===== config.mk =====
export PLATFORM = sky130hd
export DESIGN_NAME = display7s_mux
export DESIGN_NICKNAME = d
export VERILOG_FILES = /design/src/rtl/display7s_pkg.sv /design/src/rtl/display7s_mux_seg7_decod_hex.sv /design/src/rtl/display7s_mux.sv
export SDC_FILE = /design/constraint.sdc
export NUM_CORES = 1
export LEC_CHECK = 0
export BUFFER_PORTS_ARGS = -buffer_cell sky130_fd_sc_hd__buf_4
export CORE_ASPECT_RATIO = 0.75
export CORE_UTILIZATION = 40
export DETAILED_ROUTE_END_ITERATION = 8
export GPL_ROUTABILITY_DRIVEN = 0
export GPL_TIMING_DRIVEN = 0
export PLACE_DENSITY = 0.57
export SYNTH_ARGS = -nofsm -noshare
export SYNTH_HDL_FRONTEND = slang
export SYNTH_HIERARCHICAL = 1
export SYNTH_SLANG_ARGS = --single-unit
export TNS_END_PERCENT = 20

===== constraint.sdc =====
create_clock -name clk -period 3.5 [get_ports clk]
set_input_delay 0.7 -clock clk [delete_from_list [all_inputs] [get_ports clk]]
set_output_delay 0.7 -clock clk [all_outputs]
set_load 0.05 [all_outputs]

===== src/rtl/display7s_pkg.sv =====
// Shared definitions for the seven-segment display driver.
//
// Contents:
//   SEG_0..SEG_F  - active-low glyphs, bit order [0:6] = segments a..g
//   SEG_APAGADO   - all segments off
//   clog2_min1    - ceiling log2 clamped to a minimum of one bit, used to
//                   size counters so a parameter of 1 still yields a
//                   legal (1-bit) vector.
package display7s_pkg;

    localparam logic [0:6] SEG_0       = 7'b0000001;
    localparam logic [0:6] SEG_1       = 7'b1001111;
    localparam logic [0:6] SEG_2       = 7'b0010010;
    localparam logic [0:6] SEG_3       = 7'b0000110;
    localparam logic [0:6] SEG_4       = 7'b1001100;
    localparam logic [0:6] SEG_5       = 7'b0100100;
    localparam logic [0:6] SEG_6       = 7'b0100000;
    localparam logic [0:6] SEG_7       = 7'b0001111;
    localparam logic [0:6] SEG_8       = 7'b0000000;
    localparam logic [0:6] SEG_9       = 7'b0001100;
    localparam logic [0:6] SEG_A       = 7'b0001000;
    localparam logic [0:6] SEG_B       = 7'b1100000;
    localparam logic [0:6] SEG_C       = 7'b0110001;
    localparam logic [0:6] SEG_D       = 7'b1000010;
    localparam logic [0:6] SEG_E       = 7'b0110000;
    localparam logic [0:6] SEG_F       = 7'b0111000;
    localparam logic [0:6] SEG_APAGADO = 7'b1111111;

    // Number of bits needed to hold values 0..value-1, never less than 1.
    function automatic int clog2_min1(input int value);
        int w;
        w = 1;
        while ((1 << w) < value) begin
            w = w + 1;
        end
        return w;
    endfunction

endpackage


===== src/rtl/display7s_mux_seg7_decod_hex.sv =====
// seg7_decod_hex: combinational nibble-to-glyph decoder.
//
// Ports:
//   i_nibble   [3:0]  value to display
//   i_modo_hex        1 = hex glyphs 0-F, 0 = BCD (10-15 render blank)
//   o_segs     [0:6]  active-low segments a..g
module seg7_decod_hex
    import display7s_pkg::*;
(
    input  logic [3:0] i_nibble,
    input  logic       i_modo_hex,
    output logic [0:6] o_segs
);

    always_comb begin
        o_segs = SEG_APAGADO;
        case (i_nibble)
            4'h0: o_segs = SEG_0;
            4'h1: o_segs = SEG_1;
            4'h2: o_segs = SEG_2;
            4'h3: o_segs = SEG_3;
            4'h4: o_segs = SEG_4;
            4'h5: o_segs = SEG_5;
            4'h6: o_segs = SEG_6;
            4'h7: o_segs = SEG_7;
            4'h8: o_segs = SEG_8;
            4'h9: o_segs = SEG_9;
            4'hA: o_segs = SEG_A;
            4'hB: o_segs = SEG_B;
            4'hC: o_segs = SEG_C;
            4'hD: o_segs = SEG_D;
            4'hE: o_segs = SEG_E;
            4'hF: o_segs = SEG_F;
            default: o_segs = SEG_APAGADO;
        endcase
        // In BCD mode the letters are not valid digits: show nothing.
        if (!i_modo_hex && (i_nibble > 4'd9)) begin
            o_segs = SEG_APAGADO;
        end
    end

endmodule


===== src/rtl/display7s_mux.sv =====
// display7s_mux: time-multiplexed driver for N common-anode 7-seg digits.
//
// A shadow register captures 'entrada' whenever 'carregar' is high; the
// outputs only ever read the shadow. A prescaler produces one tick every
// DIV cycles, and each tick advances the scan index to the next digit.
// The output stage registers the selected digit's anode and glyph, so
// outputs lag the index/shadow by exactly one clock.
//
// 'carregar' is a plain level-sampled load strobe with no back-pressure:
// every edge at which it is high copies 'entrada' into the shadow.
//
// Ports:
//   clk           system clock, rising edge
//   rst_n         asynchronous active-low reset
//   entrada       packed value, nibble i = digit i (digit 0 rightmost)
//   carregar      load strobe
//   modo_hex      1 = hex glyphs, 0 = BCD (10-15 blank)
//   apagar_zeros  leading-zero blanking enable
//   apagar        global blank (anodes and segments off)
//   saida [0:6]   segments a..g, active-low
//   anodo         digit enables, active-low, one-hot-low
module display7s_mux
    import display7s_pkg::*;
#(
    parameter int N_DIGITOS = 4,
    parameter int DIV       = 50000
) (
    input  logic                     clk,
    input  logic                     rst_n,
    input  logic [4*N_DIGITOS-1:0]   entrada,
    input  logic                     carregar,
    input  logic                     modo_hex,
    input  logic                     apagar_zeros,
    input  logic                     apagar,
    output logic [0:6]               saida,
    output logic [N_DIGITOS-1:0]     anodo
);

    localparam int PW = clog2_min1(DIV);
    localparam int IW = clog2_min1(N_DIGITOS);
    localparam logic [PW-1:0] PRESC_MAX = PW'(DIV - 1);
    localparam logic [IW-1:0] IDX_MAX   = IW'(N_DIGITOS - 1);

    logic [4*N_DIGITOS-1:0] r_shadow;
    logic [PW-1:0]          r_presc;
    logic [IW-1:0]          r_idx;
    logic [0:6]             r_saida;
    logic [N_DIGITOS-1:0]   r_anodo;

    logic                   w_tick;
    logic [3:0]             w_nibble;
    logic [N_DIGITOS-1:0]   w_anodo_sel;
    logic [N_DIGITOS-1:0]   w_zero_from;
    logic                   w_zero_acc;
    logic                   w_lz_blank;
    logic [0:6]             w_glyph;

    assign w_tick = (r_presc == PRESC_MAX);

    // Digit selection and leading-zero detection.
    // w_zero_from[i] is set when nibbles i..N-1 are all zero; it is built
    // from the most significant digit downwards as a running AND.
    always_comb begin
        w_nibble    = 4'h0;
        w_anodo_sel = '1;
        w_zero_from = '0;
        w_zero_acc  = 1'b1;
        w_lz_blank  = 1'b0;
        for (int i = N_DIGITOS - 1; i >= 0; i--) begin
            w_zero_acc     = w_zero_acc & (r_shadow[4*i +: 4] == 4'h0);
            w_zero_from[i] = w_zero_acc;
        end
        for (int i = 0; i < N_DIGITOS; i++) begin
            if (r_idx == IW'(i)) begin
                w_nibble       = r_shadow[4*i +: 4];
                w_anodo_sel[i] = 1'b0;
                // Digit 0 is never blanked so a zero value still shows "0".
                w_lz_blank     = apagar_zeros && (i != 0) && w_zero_from[i];
            end
        end
    end

    seg7_decod_hex u_decod (
        .i_nibble   (w_nibble),
        .i_modo_hex (modo_hex),
        .o_segs     (w_glyph)
    );

    always_ff @(posedge clk or negedge rst_n) begin
        if (!rst_n) begin
            r_shadow <= '0;
            r_presc  <= '0;
            r_idx    <= '0;
            r_saida  <= SEG_APAGADO;
            r_anodo  <= '1;
        end else begin
            if (w_tick) begin
                r_presc <= '0;
                r_idx   <= (r_idx == IDX_MAX) ? '0 : r_idx + IW'(1);
            end else begin
                r_presc <= r_presc + PW'(1);
            end

            if (carregar) begin
                r_shadow <= entrada;
            end

            // Priority: global blank, then leading-zero blank, then the
            // decoder (which itself blanks BCD-invalid nibbles).
            if (apagar) begin
                r_anodo <= '1;
                r_saida <= SEG_APAGADO;
            end else begin
                r_anodo <= w_anodo_sel;
                r_saida <= w_lz_blank ? SEG_APAGADO : w_glyph;
            end
        end
    end

    assign saida = r_saida;
    assign anodo = r_anodo;

endmodule


== After elaboration in Yosys (flattened, before gate mapping) ==
Memory sizes are Yosys's and may differ from the RTL's.
Index checks and enable logic that the tools add are counted.

* Input port bits: 22
* Output and inout bits: 11
* Logic and storage cells: 41
* Memories kept: 1
* Register bits after elaboration: 45
* Bits in read-only memories: 112

{| class="wikitable"
|+ Memory list
! memory !! depth !! bits a word !! rd ports !! clocked after memory_dff !! wr ports !! line !! source
|-
| (no name shown) || 16 || 7 || 1 || 0 || 0 || display7s_mux_seg7_decod_hex.sv:17 || <nowiki>case (i_nibble)</nowiki>
|}

* $lt $le $gt $ge: 1
* Reduce and logical (&&, ||, !) cells: 9
* Bitwise gates (word level): 2
* Equal/unequal tests: 4
* Add/subtract/negate cells: 2
* Multiplexer cells: 17

{| class="wikitable"
|+ Operators with widths
! kind !! count
|-
| $mux W7 || 3
|-
| $mux W4 || 5
|-
| $add A16 B1 Y16 const B || 1
|-
| $eq A16 B16 Y1 const B || 1
|-
| $mux W16 || 1
|-
| $logic_not A4 Y1 || 3
|-
| $mux W1 || 7
|-
| $eq A2 B2 Y1 const B || 2
|-
| $gt A4 B4 Y1 const B || 1
|-
| $logic_and A1 B1 Y1 || 4
|-
| $add A2 B1 Y2 const B || 1
|-
| $and A1 B1 Y1 || 2
|-
| $eq A2 B1 Y1 const B || 1
|-
| $logic_not A2 Y1 || 1
|-
| $mux W2 || 1
|-
| $logic_not A1 Y1 || 1
|}

== Depth between registers and ports, before layout ==
Gate-level depths: netlist (run 1).

* Depth after elaboration: 10
* Mapped depth: 11

== Hierarchy ==
Netlist (run 1), hierarchy kept.

{| class="wikitable"
|+ Modules (own cells, without submodules)
! module !! cells an instance !! sequential area each (um^2) !! instances !! area an instance (um^2)
|-
| display7s_mux || 171 || 1139.8 || 1 || 2031.9
|-
| seg7_decod_hex || 41 || 0.0 || 1 || 284.0
|}

== Least setup slack after synthesis (run 1) ==
OpenSTA, ideal clock, no wires.

* Path kind: reg2reg
* Start: register r_idx[0]
* End: register r_saida (netlist bit saida[3])
* Library setup time: 88 ps
* Stages on the path, launching flop included: 11
* Path slack: 956 ps
* Arrival time: 2456 ps
* Cell sequence: dfrtp_1 inv_1 ha_1 clkbuf_1 nor2b_1 o31ai_1 inv_1 ha_1 o211ai_1 o211ai_1 or3_1

* Cells in the longest elaborated chain, start to end: 10
* Elaborated cells on any way between the ends: 17
* Classes of those cells: order compare (1); eq/ne (3); mux (10); reduce/logical (2); memory (1)

{| class="wikitable"
|+ Ends and longest elaborated chain
! element !! line !! source
|-
| start, declared || display7s_mux.sv:46 || <nowiki>logic [IW-1:0] r_idx;</nowiki>
|-
| start signal, assigned || display7s_mux.sv:99 || <nowiki>r_idx <= (r_idx == IDX_MAX) ? '0 : r_idx + IW'(1);</nowiki>
|-
| $logic_not A2 Y1 || display7s_mux.sv:74 || <nowiki>if (r_idx == IW'(i)) begin</nowiki>
|-
| $mux W4 (3 in series) || display7s_mux.sv:74 ||
|-
| $mux W4 (*) || display7s_mux.sv:74 ||
|-
| net w_nibble[0] || display7s_mux.sv:51 || <nowiki>logic [3:0] w_nibble;</nowiki>
|-
| $gt A4 B4 Y1 || display7s_mux_seg7_decod_hex.sv:37 || <nowiki>if (!i_modo_hex && (i_nibble > 4'd9)) begin</nowiki>
|-
| $logic_and A1 B1 Y1 || display7s_mux_seg7_decod_hex.sv:37 ||
|-
| $mux W7 (*) || display7s_mux_seg7_decod_hex.sv:37 ||
|-
| net w_glyph, one bit || display7s_mux.sv:56 || <nowiki>logic [0:6] w_glyph;</nowiki>
|-
| $mux W7 (*) || display7s_mux.sv:115 || <nowiki>r_saida <= w_lz_blank ? SEG_APAGADO : w_glyph;</nowiki>
|-
| $mux W7 (*) || display7s_mux.sv:110 || <nowiki>if (apagar) begin</nowiki>
|-
| end signal, assigned || display7s_mux.sv:115 ||
|-
| end, declared || display7s_mux.sv:47 || <nowiki>logic [0:6] r_saida;</nowiki>
|}

Mark *: on every way through the listed nets, which the timed path passes. The rest lies on a longest branch.
A chain may end at the register's enable or synchronous reset.

== Worst setup path after layout (run 1) ==
* Start: register r_idx[0]
* End: register r_saida (netlist bit saida[2])

The elaborated chain is that of the path after synthesis.

==> impl_metrics.ini, run 1 <==
[global_routing]
grt_max_degree = 46
first_global_vias = 1595
antenna_found_initial = 0
grt_pass1_wl_um = 7760
grt_use_total_pct = 16.5
grt-ovfl-total = 0

[sta]
fmax_mhz = 326
worstMarginPinSlew_ns = 0.744
finalHoldViolCount = 0
rsz0062_at_grt = false
relSlewSlack_pct = 49.9
fin_crit_sh_pct = 87.5
skew_ns = 0.00692
setup-tns-final_ns = 0
worst_hold_slack_ns = 0.392
final_max_slew_viol_count = 0
period_needed_ns = 3.06
setup_viol = 0

[logic_synthesis]
synth_area_leaders = dfrtp_1 37%, dfstp_2 12%, mux2_2 8.8%, ha_1 5.9%, nor2_1 2.9%
synthArstFlopShare_pct = 100
ys_types = 40
synth.ff_latch_count = 45
netlist.area_leader.share_pct = 36.7
syn_area_um2 = 2320
yosysSeqAreaShare_pct = 49.2
ys_warn_count = 6
syn_avg_cell_area_um2 = 10.9
syn_inst = 212
yosys.area.top_type = dfrtp_1
synth_edf_count = 0
synth_fp_nets = 245
synth_flop_cell = dfrtp_1

[placed_design]
placed_cells = 318
port_buffers = 31
hpwlAfterDp_um = 3350

[clock_network]
clk_latency_ns = 0.30
cts_setup_buffers = 0
cts_buffers = 5
cts.sinks = 45
cts_root_buf = clkbuf_8
cts-resized-gates = 0
h-tree-depth = 2
clockBufferDepth = 2
cts_hold_buf = 0
cts_tree = built
path_clk_slew_ns = 0.09

[die]
start_util_pct = 42.4
dieArea_um2 = 6100
io_pins = 33
fp.dieW_um = 89.9
die_h_um = 67.9
coreArea_um2 = 5470
fp-row-count = 23

[layout]
instances_no_fill = 326
finalNetCount = 283
drive_gt1_share_pct = 32.3
mostFrequentLayoutCell = dfrtp_1
final_cell_mix = 34 x dfrtp_1, 33 x buf_4, 18 x nor2_1, 18 x mux2_2, 14 x nand2_1
n_antenna_cell = 0
multi_input_area_um2 = 1100
regArea_um2 = 1140
fillCellCount = 528
area_growth_pct = 19.9

[detailed_routing]
drtIter0Drc = 72
ant_nets = 0
firstDrtPassIters = 4
viasPerCell = 4.93
vias = 1607
wl_per_cell_um = 13.9
routed_wl_um = 4530
drc = 0

[worst_setup_path]
required_ns = 3.72
cp_num_buf_inv = 1
crit_path_top_delay_cell = o31ai_1
path_cells = inv_1, ha_1, nor2b_1, a221oi_1, o31ai_1, ha_1, nor2_1, o21ai_2, o221ai_1, or3_1
crit_type = reg -> reg
reg2reg_slack_ns = 0.44
critPathLaunchType = flop
crit_fanout = 6
crit_path_end_kind = flop
cp_slowest_stage_delay_ns = 0.56
arrival_ns = 3.28
crit_top_cell = ha_1
cp_top_family = compound AO/OA/AOI/OAI gates

[power]
peakVddDrop_v = 0.000231
power_density_nw_per_um2 = 442
p_leak_uw = 0.00118

[flow_run]
drv_cap = 0

[worst_hold_path]
worstHoldPathType = in -> async

[status]
status = completed
-- through the flow --
| stage | area (µm²) | worst slack (ns) | utilization, % | total power [µW] |
|---|---|---|---|---|
| 2_1_floorplan | 2320 | 0.956 | - | 709 |
| 3_3_place_gp | 2640 | 0.553 | 48.3 | 774 |
| 3_5_place_dp | 2640 | 0.455 | 48.3 | 776 |
| 4_1_cts | 2780 | 0.444 | 50.8 | 1240 |
| 5_1_grt | 2780 | 0.111 | 50.8 | 1280 |
| 6_report | 2780 | 0.437 | 50.8 | 1230 |
-- final cells by class --
type	instances	area share, %
plain buffers	9	1.85
clock buffers	5	2.48
clock inverters	3	2.34
inverters	6	0.811
multi-input cells	152	39.7
flip-flops and latches	45	41.1
well taps	75	3.38
repair buffers	31	8.38
-- Yosys cell counts (4+ instances only) --
| cell | number |
|---|---|
| dfrtp_1 | 34 |
| mux2_2 | 18 |
| nor2_1 | 18 |
| nand2_1 | 14 |
| dfstp_2 | 11 |
| ha_1 | 11 |
| nand3_1 | 9 |
| or3_1 | 7 |
| a21oi_1 | 6 |
| inv_1 | 6 |
| nand2b_1 | 6 |
| nor2b_1 | 6 |
| o211ai_1 | 6 |
| xnor2_1 | 6 |
| xor2_1 | 6 |
| clkbuf_1 | 4 |
| o21ai_0 | 4 |
| o31ai_1 | 4 |
-- layer usage --
| metal | wire (µm) | track usage, % | up-vias | share of wire (%) |
|---|---|---|---|---|
| met5 | 0 | 0 | - | 0 |
| met4 | 33 | 5.04 | 0 | 0.73 |
| met3 | 237 | 4.11 | 5 | 5.2 |
| met2 | 1700 | 23.6 | 39 | 37 |
| met1 | 2560 | 24.6 | 736 | 57 |
| li1 | - | - | 827 | - |
-- worst reg2reg max path, delay by kind of cell (launching register included) --
family / cells / cell delay (ns)
flip-flops: 1 / 0.44
AND/OR/NAND/NOR: 3 / 0.71
buffers and inverters: 1 / 0.11
adder cells (fa/ha/maj): 2 / 0.60
AO/OA/AOI/OAI: 4 / 1.12
-- sequential cells by signal, summed over array words and instances (netlist names) --
register / count
anodo: 4
r_idx: 2
r_presc: 16
r_shadow: 16
saida: 7
-- logic make-up after synthesis --
logic type	after synthesis	share of synthesized area, %
and+or+nand+nor	83	19.9
DFF	45	49.2
AOI/OAI and AO/OA	28	8.48
muxes	18	8.75
buffers and inverters	15	3.19
xor gates and xnor gates	12	4.54
adders and majority gates	11	5.94
-- report_power, final --
part	leakage, µW	internal (µW)	switching (µW)
Sequential	0.000540	557	17.1
Combinational	0.000567	80.5	110
Clock	0.0000681	284	179
-- path summary, 6_finish.rpt --
check,startpoint,to,cells after the start
setup / recovery,r_idx[0],saida[2],10
hold / removal,rst_n,r_presc[9],1
setup reg to reg,r_idx[0],saida[2],10
hold reg to reg,r_presc[0],r_presc[0],1
max in group asynchronous,rst_n,anodo[2],1
min in group clk,r_presc[0],r_presc[0],1
(Power assumes the default switching activity.)
==> run 2, diff against run 1 <==
- SYNTH_HIERARCHICAL: 1 -> unset
==> impl_metrics.ini, run 2 <==
[sta]
skew_ns = 0.00444
setup_viol = 0
finalHoldViolCount = 0
period_needed_ns = 2.96
worstMarginPinSlew_ns = 0.808
setup-tns-final_ns = 0
rsz0062_at_grt = false
fin_crit_sh_pct = 84.4
fmax_mhz = 338
final_max_slew_viol_count = 0
relSlewSlack_pct = 46.1

[logic_synthesis]
syn_inst = 199
yosysMostFrequentCell = dfrtp_1
ys_warn_count = 0
synth_top_cells_by_count = 34 x dfrtp_1, 19 x nand2_1, 14 x mux2_2
synth.ff_latch_count = 45
ys_types = 42
synthArstFlopShare_pct = 100
synth_fp_nets = 232
syn_area_um2 = 2260
netlist.area_leader.share_pct = 37.7
syn_avg_cell_area_um2 = 11.4
synth_edf_count = 0
synth_flop_cell = dfrtp_1
synth_area_leaders = dfrtp_1 38%, dfstp_2 13%, mux2_2 7.0%, ha_1 6.1%, nand2_1 3.2%
yosys.area.top_type = dfrtp_1
yosysSeqAreaShare_pct = 50.4

[die]
fp-row-count = 23
fp.dieW_um = 88.8
die_h_um = 67.1
coreArea_um2 = 5380
start_util_pct = 42.0
dieArea_um2 = 5960
io_pins = 33

[placed_design]
hpwlAfterDp_um = 3170
port_buffers = 31
placed_cells = 305

[global_routing]
grt-ovfl-total = 0
grt_pass1_wl_um = 7360
antenna_found_initial = 0
grt_max_degree = 46
grt_use_total_pct = 16.8
first_global_vias = 1469

[status]
status = completed

[worst_setup_path]
required_ns = 3.69
cp_num_buf_inv = 1
crit_path_end_kind = flop
crit_type = reg -> reg
critPathLaunchType = flop
crit_fanout = 8
path_cells = inv_1, ha_1, a211oi_1, a221oi_1, ha_1, o21ai_2, a311oi_4, o221ai_1
arrival_ns = 3.15
reg2reg_from = r_idx[0]
crit_path_top_delay_cell = a221oi_1
crit_path_start = r_idx[0]
cp_slowest_stage_delay_ns = 0.71
crit_top_cell = ha_1
cp_top_family = compound AO/OA/AOI/OAI gates

[clock_network]
cts.sinks = 45
path_clk_slew_ns = 0.08
cts_setup_buffers = 0
cts_tree = built
clockBufferDepth = 2
cts_buffers = 5
cts_hold_buf = 0
cts_root_buf = clkbuf_8
cts-resized-gates = 0
clk_latency_ns = 0.30
h-tree-depth = 2

[detailed_routing]
firstDrtPassIters = 4
drtIter0Drc = 66
wl_per_cell_um = 14.0
vias = 1599
drc = 0
viasPerCell = 5.11
ant_nets = 0
routed_wl_um = 4370

[layout]
fillCellCount = 511
instances_no_fill = 313
mostFrequentLayoutCell = dfrtp_1
area_growth_pct = 18.1
multi_input_area_um2 = 1060
drive_gt1_share_pct = 31.1
finalNetCount = 270
n_antenna_cell = 0
final_cell_mix = 34 x dfrtp_1, 32 x buf_4, 19 x nand2_1, 14 x mux2_2, 12 x nor2_1
regArea_um2 = 1140

[flow_run]
drv_cap = 0

[power]
power_switching_uw = 302
power_frac_comb_pct = 17.6
seqPwrFrac_pct = 53.6
internal_power_uw = 773
p_leak_uw = 0.00116
peakVddDrop_v = 0.000157
p_sw_share_pct = 28.1
power_density_nw_per_um2 = 403
clock_power_share_pct = 28.8

[worst_hold_path]
worstHoldPathType = in -> async
-- run 2: worst paths after layout --
| kind | depth (start not counted) | end | slack (ns) |
|---|---|---|---|
| worst max-delay path | 8 | saida[4] | 0.54 |
| worst min-delay path | 1 | r_presc[6] | 0.39 |
| worst max register to register | 8 | saida[4] | 0.54 |
| worst min register to register | 1 | r_presc[0] | 0.50 |
| max in group asynchronous | 1 | r_shadow[6] | 2.72 |
| min in group clk | 1 | r_presc[0] | 0.50 |
-- run 2: per-layer routing --
metal,share of wire [%],GRT usage (%)
met1,56,26.6
met3,4.8,3.84
met2,38,21.0
met4,1.3,6.65
met5,0,0
-- run 2: power groups by stage --
stage | clock [µW] | sequential (µW) | combinational [µW]
after floorplan | 0 | 623 | 86.6
after global placement | 0 | 586 | 189
after detailed placement | 0 | 586 | 190
after CTS | 321 | 576 | 191
after global routing | 341 | 580 | 208
final | 310 | 576 | 189
-- run 2: through the flow --
stage               total power [µW]  area (µm²)  setup slack, ns  hold WS, ns  util [%]
floorplan                        709        2260             1.08        0.404         -
global placement                 775        2590            0.616        0.484      48.1
detailed placement               776        2590            0.612        0.491      48.1
CTS                             1090        2670            0.562        0.411      49.6
global route                    1130        2670            0.304        0.437      49.6
finish                          1070        2670            0.544        0.393      49.6
-- run 2: final cells by class --
type	count	share of cell area, %
clock inverters	2	0.375
repair buffers	31	8.72
flip-flops and latches	45	42.7
clock buffers	6	2.72
multi-input cells	139	39.6
plain buffers	6	1.13
well taps	75	3.52
inverters	9	1.27
-- run 2: cells by family after synthesis --
group,after synthesis,synth area share [%]
DFF,45,50.4
buffers and inverters,15,2.82
xor gates and xnor gates,14,5.43
and+or+nand+nor,65,15.4
adders and majority gates,11,6.09
muxes,17,8.31
AOI/OAI and AO/OA,32,11.5
